`src/rtl/seg_scan_decoder.sv`:
```
`default_nettype none
// ============================================================================
// Module   : seg_scan_decoder
// Brief    : Samples a multiplexed 3-digit active-low seven-segment scan,
//            decodes each settled digit back to a hex nibble and reports
//            complete 12-bit frames, bad frames and scan stalls.
// Revision : 1.0 - initial release
// ============================================================================
module seg_scan_decoder #(
  parameter int SETTLE_CYCLES  = 4,
  parameter int TIMEOUT_CYCLES = 200_000
) (
  input  logic        clk,
  input  logic        reset,
  input  logic [2:0]  anodes_in,
  input  logic [7:0]  cathodes_in,
  output logic [11:0] value,
  output logic        value_valid,
  output logic        digit_err,
  output logic        stall
);

  localparam logic [1:0]  c_WAIT   = 2'd0;
  localparam logic [1:0]  c_SETTLE = 2'd1;
  localparam logic [1:0]  c_HOLD   = 2'd2;

  // Settle count compared one wider so SETTLE_CYCLES = 255 cannot wrap.
  localparam logic [8:0]  c_SETTLE_CNT = 9'(SETTLE_CYCLES);
  // With a one-cycle settle the very first synced cycle of a select captures.
  localparam logic        c_SETTLE_ONE = (SETTLE_CYCLES == 1);
  localparam logic [23:0] c_TIMEOUT    = 24'(TIMEOUT_CYCLES);

  // Decode an active-low g..a pattern: {valid, nibble}; invalid gives 0.
  function automatic logic [4:0] seg_decode(input logic [6:0] seg);
    logic [4:0] res;
    case (seg)
      7'h40:   res = {1'b1, 4'h0};
      7'h79:   res = {1'b1, 4'h1};
      7'h24:   res = {1'b1, 4'h2};
      7'h30:   res = {1'b1, 4'h3};
      7'h19:   res = {1'b1, 4'h4};
      7'h12:   res = {1'b1, 4'h5};
      7'h02:   res = {1'b1, 4'h6};
      7'h78:   res = {1'b1, 4'h7};
      7'h00:   res = {1'b1, 4'h8};
      7'h18:   res = {1'b1, 4'h9};
      7'h08:   res = {1'b1, 4'hA};
      7'h03:   res = {1'b1, 4'hB};
      7'h46:   res = {1'b1, 4'hC};
      7'h21:   res = {1'b1, 4'hD};
      7'h06:   res = {1'b1, 4'hE};
      7'h0E:   res = {1'b1, 4'hF};
      default: res = 5'b0_0000;
    endcase
    return res;
  endfunction

  logic [2:0]  an_meta_q, an_sync_q;
  logic [7:0]  ca_meta_q, ca_sync_q;

  logic [1:0]  state_q, state_d;
  logic [2:0]  sel_q, sel_d;
  logic [7:0]  cnt_q, cnt_d;

  logic        w_an_valid;
  logic        w_settle_done;
  logic        w_new_sel;
  logic        w_capture;

  logic [4:0]  w_dec;
  logic [3:0]  w_nib;
  logic [2:0]  w_slot;
  logic [2:0]  w_mask_m;
  logic        w_err_m;
  logic [11:0] w_shadow_m;
  logic        w_unused_dp;

  logic [11:0] shadow_q;
  logic [2:0]  mask_q;
  logic        err_q;
  logic [23:0] tcnt_q;
  logic [11:0] value_q;
  logic        value_valid_q;
  logic        digit_err_q;
  logic        stall_q;

  // Two-flop synchronizer on every scan line; idle state is all lines high.
  always_ff @(posedge clk) begin
    if (reset) begin
      an_meta_q <= 3'b111;
      an_sync_q <= 3'b111;
      ca_meta_q <= 8'hFF;
      ca_sync_q <= 8'hFF;
    end else begin
      an_meta_q <= anodes_in;
      an_sync_q <= an_meta_q;
      ca_meta_q <= cathodes_in;
      ca_sync_q <= ca_meta_q;
    end
  end

  // The decimal point carries no digit information.
  assign w_unused_dp   = ca_sync_q[7];

  assign w_an_valid    = (an_sync_q == 3'b011) || (an_sync_q == 3'b101) ||
                         (an_sync_q == 3'b110);
  // cnt_q counts held synced cycles before this one, so +1 includes it.
  assign w_settle_done = (({1'b0, cnt_q} + 9'd1) == c_SETTLE_CNT);

  // FSM state register with the dwell's select value and settle counter.
  always_ff @(posedge clk) begin
    if (reset) begin
      state_q <= c_WAIT;
      sel_q   <= 3'b111;
      cnt_q   <= 8'd0;
    end else begin
      state_q <= state_d;
      sel_q   <= sel_d;
      cnt_q   <= cnt_d;
    end
  end

  // Next state: new select starts a dwell, blank aborts, settle counts up.
  always_comb begin
    state_d = state_q;
    sel_d   = sel_q;
    cnt_d   = cnt_q;
    if (w_new_sel) begin
      sel_d = an_sync_q;
      if (c_SETTLE_ONE) begin
        state_d = c_HOLD;
        cnt_d   = 8'd0;
      end else begin
        state_d = c_SETTLE;
        cnt_d   = 8'd1;
      end
    end else if ((state_q != c_WAIT) && (an_sync_q != sel_q)) begin
      state_d = c_WAIT;
      cnt_d   = 8'd0;
    end else if (state_q == c_SETTLE) begin
      if (w_settle_done) begin
        state_d = c_HOLD;
        cnt_d   = 8'd0;
      end else begin
        cnt_d   = cnt_q + 8'd1;
      end
    end else if ((state_q != c_WAIT) && (state_q != c_HOLD)) begin
      state_d = c_WAIT;
      cnt_d   = 8'd0;
    end
  end

  // FSM outputs: detect a fresh dwell and decide when cathodes are captured.
  always_comb begin
    w_new_sel = w_an_valid && ((state_q == c_WAIT) || (an_sync_q != sel_q));
    w_capture = (w_new_sel && c_SETTLE_ONE) ||
                ((state_q == c_SETTLE) && (an_sync_q == sel_q) && w_settle_done);
  end

  // Merge the digit being captured into the frame under assembly.
  always_comb begin
    w_dec      = seg_decode(ca_sync_q[6:0]);
    w_nib      = w_dec[3:0];
    // A valid select has exactly one low anode, so its inverse is the slot.
    w_slot     = ~an_sync_q;
    w_mask_m   = mask_q | w_slot;
    w_err_m    = err_q | ~w_dec[4];
    w_shadow_m = shadow_q;
    if (w_slot[0]) w_shadow_m[3:0]  = w_nib;
    if (w_slot[1]) w_shadow_m[7:4]  = w_nib;
    if (w_slot[2]) w_shadow_m[11:8] = w_nib;
  end

  // Frame assembly, completion pulses and the no-capture stall timer.
  always_ff @(posedge clk) begin
    if (reset) begin
      shadow_q      <= 12'h000;
      mask_q        <= 3'b000;
      err_q         <= 1'b0;
      tcnt_q        <= 24'd0;
      value_q       <= 12'h000;
      value_valid_q <= 1'b0;
      digit_err_q   <= 1'b0;
      stall_q       <= 1'b0;
    end else begin
      value_valid_q <= 1'b0;
      digit_err_q   <= 1'b0;
      if (w_capture) begin
        shadow_q <= w_shadow_m;
        tcnt_q   <= 24'd0;
        stall_q  <= 1'b0;
        if (w_mask_m == 3'b111) begin
          mask_q <= 3'b000;
          err_q  <= 1'b0;
          if (w_err_m) begin
            digit_err_q   <= 1'b1;
          end else begin
            value_q       <= w_shadow_m;
            value_valid_q <= 1'b1;
          end
        end else begin
          mask_q <= w_mask_m;
          err_q  <= w_err_m;
        end
      end else if (tcnt_q == c_TIMEOUT) begin
        // Saturated: flag the stall and drop any partial frame.
        stall_q <= 1'b1;
        mask_q  <= 3'b000;
        err_q   <= 1'b0;
      end else begin
        tcnt_q  <= tcnt_q + 24'd1;
      end
    end
  end

  assign value       = value_q;
  assign value_valid = value_valid_q;
  assign digit_err   = digit_err_q;
  assign stall       = stall_q;

endmodule
`default_nettype wire

```
`config.mk`:
```
export PLATFORM = sky130hd
export DESIGN_NAME = seg_scan_decoder
export DESIGN_NICKNAME = d
export VERILOG_FILES = /design/src/rtl/seg_scan_decoder.sv
export SDC_FILE = /design/constraint.sdc
export NUM_CORES = 1
export LEC_CHECK = 0
export ABC_AREA = 1
export BUFFER_PORTS_ARGS = -buffer_cell sky130_fd_sc_hd__buf_4
export CAP_MARGIN = 25
export CORE_UTILIZATION = 60
export DETAILED_ROUTE_END_ITERATION = 16
export PLACE_DENSITY = 0.79
export SYNTH_ARGS = -nofsm -noshare
export SYNTH_HDL_FRONTEND = slang
export SYNTH_SLANG_ARGS = --single-unit
```
`constraint.sdc`:
```
create_clock -name clk -period 2.2 [get_ports clk]
set_input_delay 0.11 -clock clk [delete_from_list [all_inputs] [get_ports clk]]
set_output_delay 0.11 -clock clk [all_outputs]
set_load 0.02 [all_outputs]
```
==> metrics.cfg <==
[run_status]
status = complete, no violations

[drt]
viasPerCell = 5.185
ant_nets = 0
vias = 3718
first_pass_iters = 5
wl_per_cell_um = 11.88
drt-initial-drc-count = 180
wl_um = 8518
drc = 0

[timing]
slew_violations = 0
fin_worst_skew_ns = 0.01058
hold_violations = 0
worstMarginPinSlew_ns = 0.5114
finalSetupViolCount = 0
slew_headroom_pct = 65.59
setup_ws_ns = 0.1864
timing.final.crit_share_pct = 91.53
timing.hold.ws_ns = 0.1397
fmax_ghz = 0.4966
fin_crit_ns = 2.014

[setup_path]
cp_data_required_time_ns = 2.45
critical-path-slowest-cell = dfxtp_1
cp.arrival_ns = 2.26
reg2reg_from = cnt_q[1]$_SDFFE_PP0P_
path_delay_family = simple AND/OR/NAND/NOR gates
cp-end-kind = flop
worst-setup-path-type = reg2reg
max_stage_delay_ns = 0.35
r2r_setup_slack_ns = 0.19
crit_fanout = 25
reg2reg_to = tcnt_q[14]$_SDFFE_PP0N_
start_kind = flop
r2r_cells = 13
crit_buf_inv = 2
cp_cell_sequence = ha_1 -> nand2_1 -> inv_2 -> nor2_1 -> nand2_1 -> nor2_2 -> nand2_2 -> nor2_8 -> nand2_8 -> nand2_2 -> buf_12 -> a21oi_1 -> o21a_1

[power_and_ir_drop]
p_switching_w = 0.0007149
comb_power_share_pct = 6.1
p_seq_share_pct = 53.3
p_int_w = 0.002379
max-vdd-ir-drop_mv = 0.3899
power_leakage_nw = 1.901
switching_share_pct = 23.11
clkPwrFrac_pct = 40.6
total_power_w = 0.003093
power_density_nw_per_um2 = 635.4

[job]
drv_cap = 0

[logic_synthesis]
async_flop_share_pct = 0
synth_edf_count = 0
seq_area_frac_synth_pct = 41.56
synth_fp_nets = 595
synth_ff_type = dfxtp_1
synth_area_per_cell_um2 = 7.334
ys_seq_elements = 88
yosys_warnings = 0
netlist_area_um2 = 4239
yosysUniqueCellTypes = 41
syn-instance-count = 578

[finish]
fin_nets = 633
syn_to_final_growth_pct = 14.85
stdcell_count = 717
antenna_cells = 0
final_area_um2 = 4868
drive_gt1_share_pct = 20.45

[placement]
hpwlAfterDp_um = 5919
io_buffer_count = 26
gp_congestion = 0.8642
placed_area_um2 = 4527
placedCellCount = 691
dpl_worst_slack_ns = 0.1651

[global_routing]
grt_max_degree = 35
grt_pass1_wl_um = 15010
grt_use_total_pct = 25.31
antenna_found_initial = 0
grt.overflow.total = 0
first_global_vias = 3442

[min_path]
hp-class = in2reg
hold_end = shadow_q[9]$_SDFFE_PP0P_
min_from = reset
hold_depth = 2

[floorplanning]
core.rowCount = 30
die_area_um2 = 7405
die_h_um = 86.06
die_w_um = 86.06
core_area_um2 = 6794
ioPinCount = 28
initial_core_util_pct = 62.39

[cts]
clockBufferDepth = 2
cts_tree = yes
clk_latency_ns = 0.36
cts_sinks = 88
clkSlewWorstSetupHoldPaths_ns = 0.08
post_cts_buffers = 0
ctsRootBufferMaster = clkbuf_8
h-tree-depth = 3
cts_inserted_buffers = 9

power by group through the flow:
stage	Sequential (W)	Clock, W	Combinational [W]
2_1_floorplan	0.00168	0	0.000123
3_3_place_gp	0.00168	0	0.000168
3_5_place_dp	0.00169	0	0.000173
4_1_cts	0.00165	0.00128	0.000189
5_1_grt	0.00165	0.00135	0.000215
6_report	0.00165	0.00125	0.000190
per-layer routing:
layer / global-route usage (%) / vias up / wire (µm)
li1: - / 1931 / -
met1: 30.56 / 1697 / 3707
met2: 43.72 / 69 / 4317
met3: 3.946 / 21 / 274
met4: 12.58 / 0 / 218
met5: 0 / - / 0
flip-flops by register name, indices dropped and copies added (netlist names), 7 cells and up:
name and flops:
tcnt_q 24, shadow_q 12, value 12, cnt_q 8, ca_meta_q 7, ca_sync_q 7
synthesized netlist by cell type, types with 2 or more instances:
| cell type | number | area, µm² |
|---|---|---|
| nand3_2 | 3 | 30.03 |
| clkinv_1 | 2 | 7.510 |
| a21oi_1 | 35 | 175.2 |
| nor3_2 | 9 | 90.09 |
| o21ai_2 | 9 | 78.83 |
| o211ai_1 | 3 | 22.52 |
| nor2_2 | 7 | 43.79 |
| nand4_1 | 16 | 100.1 |
| buf_4 | 3 | 22.52 |
| o21a_1 | 2 | 15.01 |
| dfxtp_1 | 88 | 1762 |
| nor3_1 | 6 | 30.03 |
| clkbuf_1 | 4 | 15.01 |
| xor2_1 | 7 | 61.31 |
| ha_1 | 4 | 50.05 |
| o21ai_0 | 6 | 30.03 |
| inv_2 | 8 | 30.03 |
| xnor2_1 | 6 | 52.55 |
| or2_2 | 27 | 168.9 |
| nor3b_2 | 3 | 37.54 |
| nand2_1 | 145 | 544.3 |
| nor3b_1 | 2 | 15.01 |
| a22oi_1 | 2 | 15.01 |
| nor4_1 | 4 | 25.02 |
| buf_2 | 8 | 40.04 |
| buf_6 | 2 | 22.52 |
| nand2_2 | 5 | 31.28 |
| nor2_1 | 73 | 274.0 |
| inv_1 | 43 | 161.4 |
| o21ai_1 | 8 | 40.04 |
| nand3_1 | 28 | 140.1 |
cell families after synthesis:
family          count (synthesis)  synth area share (%)
compound gates                 66                 9.032
xor+xnor                       13                 2.686
fa+ha+maj                       4                 1.181
buf+inv                        70                 7.054
flops                          88                 41.56
simple gates                  337                 38.49
worst max-delay path by stage:
stage                          startpoint                      end  slack, ns  cells past startpoint
CTS                 cnt_q[1]$_SDFFE_PP0P_  tcnt_q[14]$_SDFFE_PP0N_       0.14                     13
finish              cnt_q[1]$_SDFFE_PP0P_  tcnt_q[14]$_SDFFE_PP0N_       0.19                     13
detailed placement  cnt_q[1]$_SDFFE_PP0P_  tcnt_q[14]$_SDFFE_PP0N_       0.17                     13
floorplan           cnt_q[0]$_SDFFE_PP0P_   value[10]$_SDFFE_PP0P_       0.41                     12
global route        cnt_q[1]$_SDFFE_PP0P_    value[6]$_SDFFE_PP0P_      -0.01                     13
global placement    cnt_q[1]$_SDFFE_PP0P_  tcnt_q[14]$_SDFFE_PP0N_       0.24                     13
area by class of cell:
type	count	area [µm²]
Multi-Input combinational cell	420	2187
Fill cell	539	1926
Sequential cell	88	1762
Timing Repair Buffer	44	371.6
Inverter	53	198.9
Clock buffer	10	137.6
Tap cell	96	120.1
Clock inverter	6	91.34
cell usage in the layout, fill, tap and decap left out, types with 2 or more instances in the layout:
| cell | n |
|---|---|
| xor2_1 | 7 |
| a22oi_1 | 2 |
| nor3b_2 | 3 |
| clkinv_1 | 2 |
| o21ai_0 | 6 |
| o211ai_1 | 3 |
| nor2_1 | 73 |
| or2_2 | 27 |
| nor3b_1 | 2 |
| dfxtp_1 | 88 |
| nand3_1 | 28 |
| o21a_1 | 2 |
| dlygate4sd3_1 | 10 |
| bufinv_16 | 2 |
| nor2_2 | 7 |
| xnor2_1 | 6 |
| ha_1 | 4 |
| inv_2 | 8 |
| nand4_1 | 16 |
| inv_1 | 43 |
| nand3_2 | 3 |
| clkbuf_8 | 10 |
| nor3_1 | 6 |
| nand2_2 | 5 |
| o21ai_1 | 8 |
| nor4_1 | 4 |
| nand2_1 | 145 |
| nor3_2 | 9 |
| a21oi_1 | 35 |
| clkinvlp_4 | 3 |
| buf_4 | 32 |
| o21ai_2 | 9 |
what timing repair did:
action / CTS / global route
gates resized for setup: 0 / 2
hold buffers: 10 / 0
endpoints found under the setup margin: 0 / 7
endpoints found under the hold margin: 10 / 0
metrics by stage:
stage	util [%]	setup TNS [ns]
finish	71.66	0
global route	71.66	-0.02464
CTS	71.47	0
detailed placement	66.63	0
global placement	66.63	0
floorplan	-	0
Power figures use the tool's default switching activity.
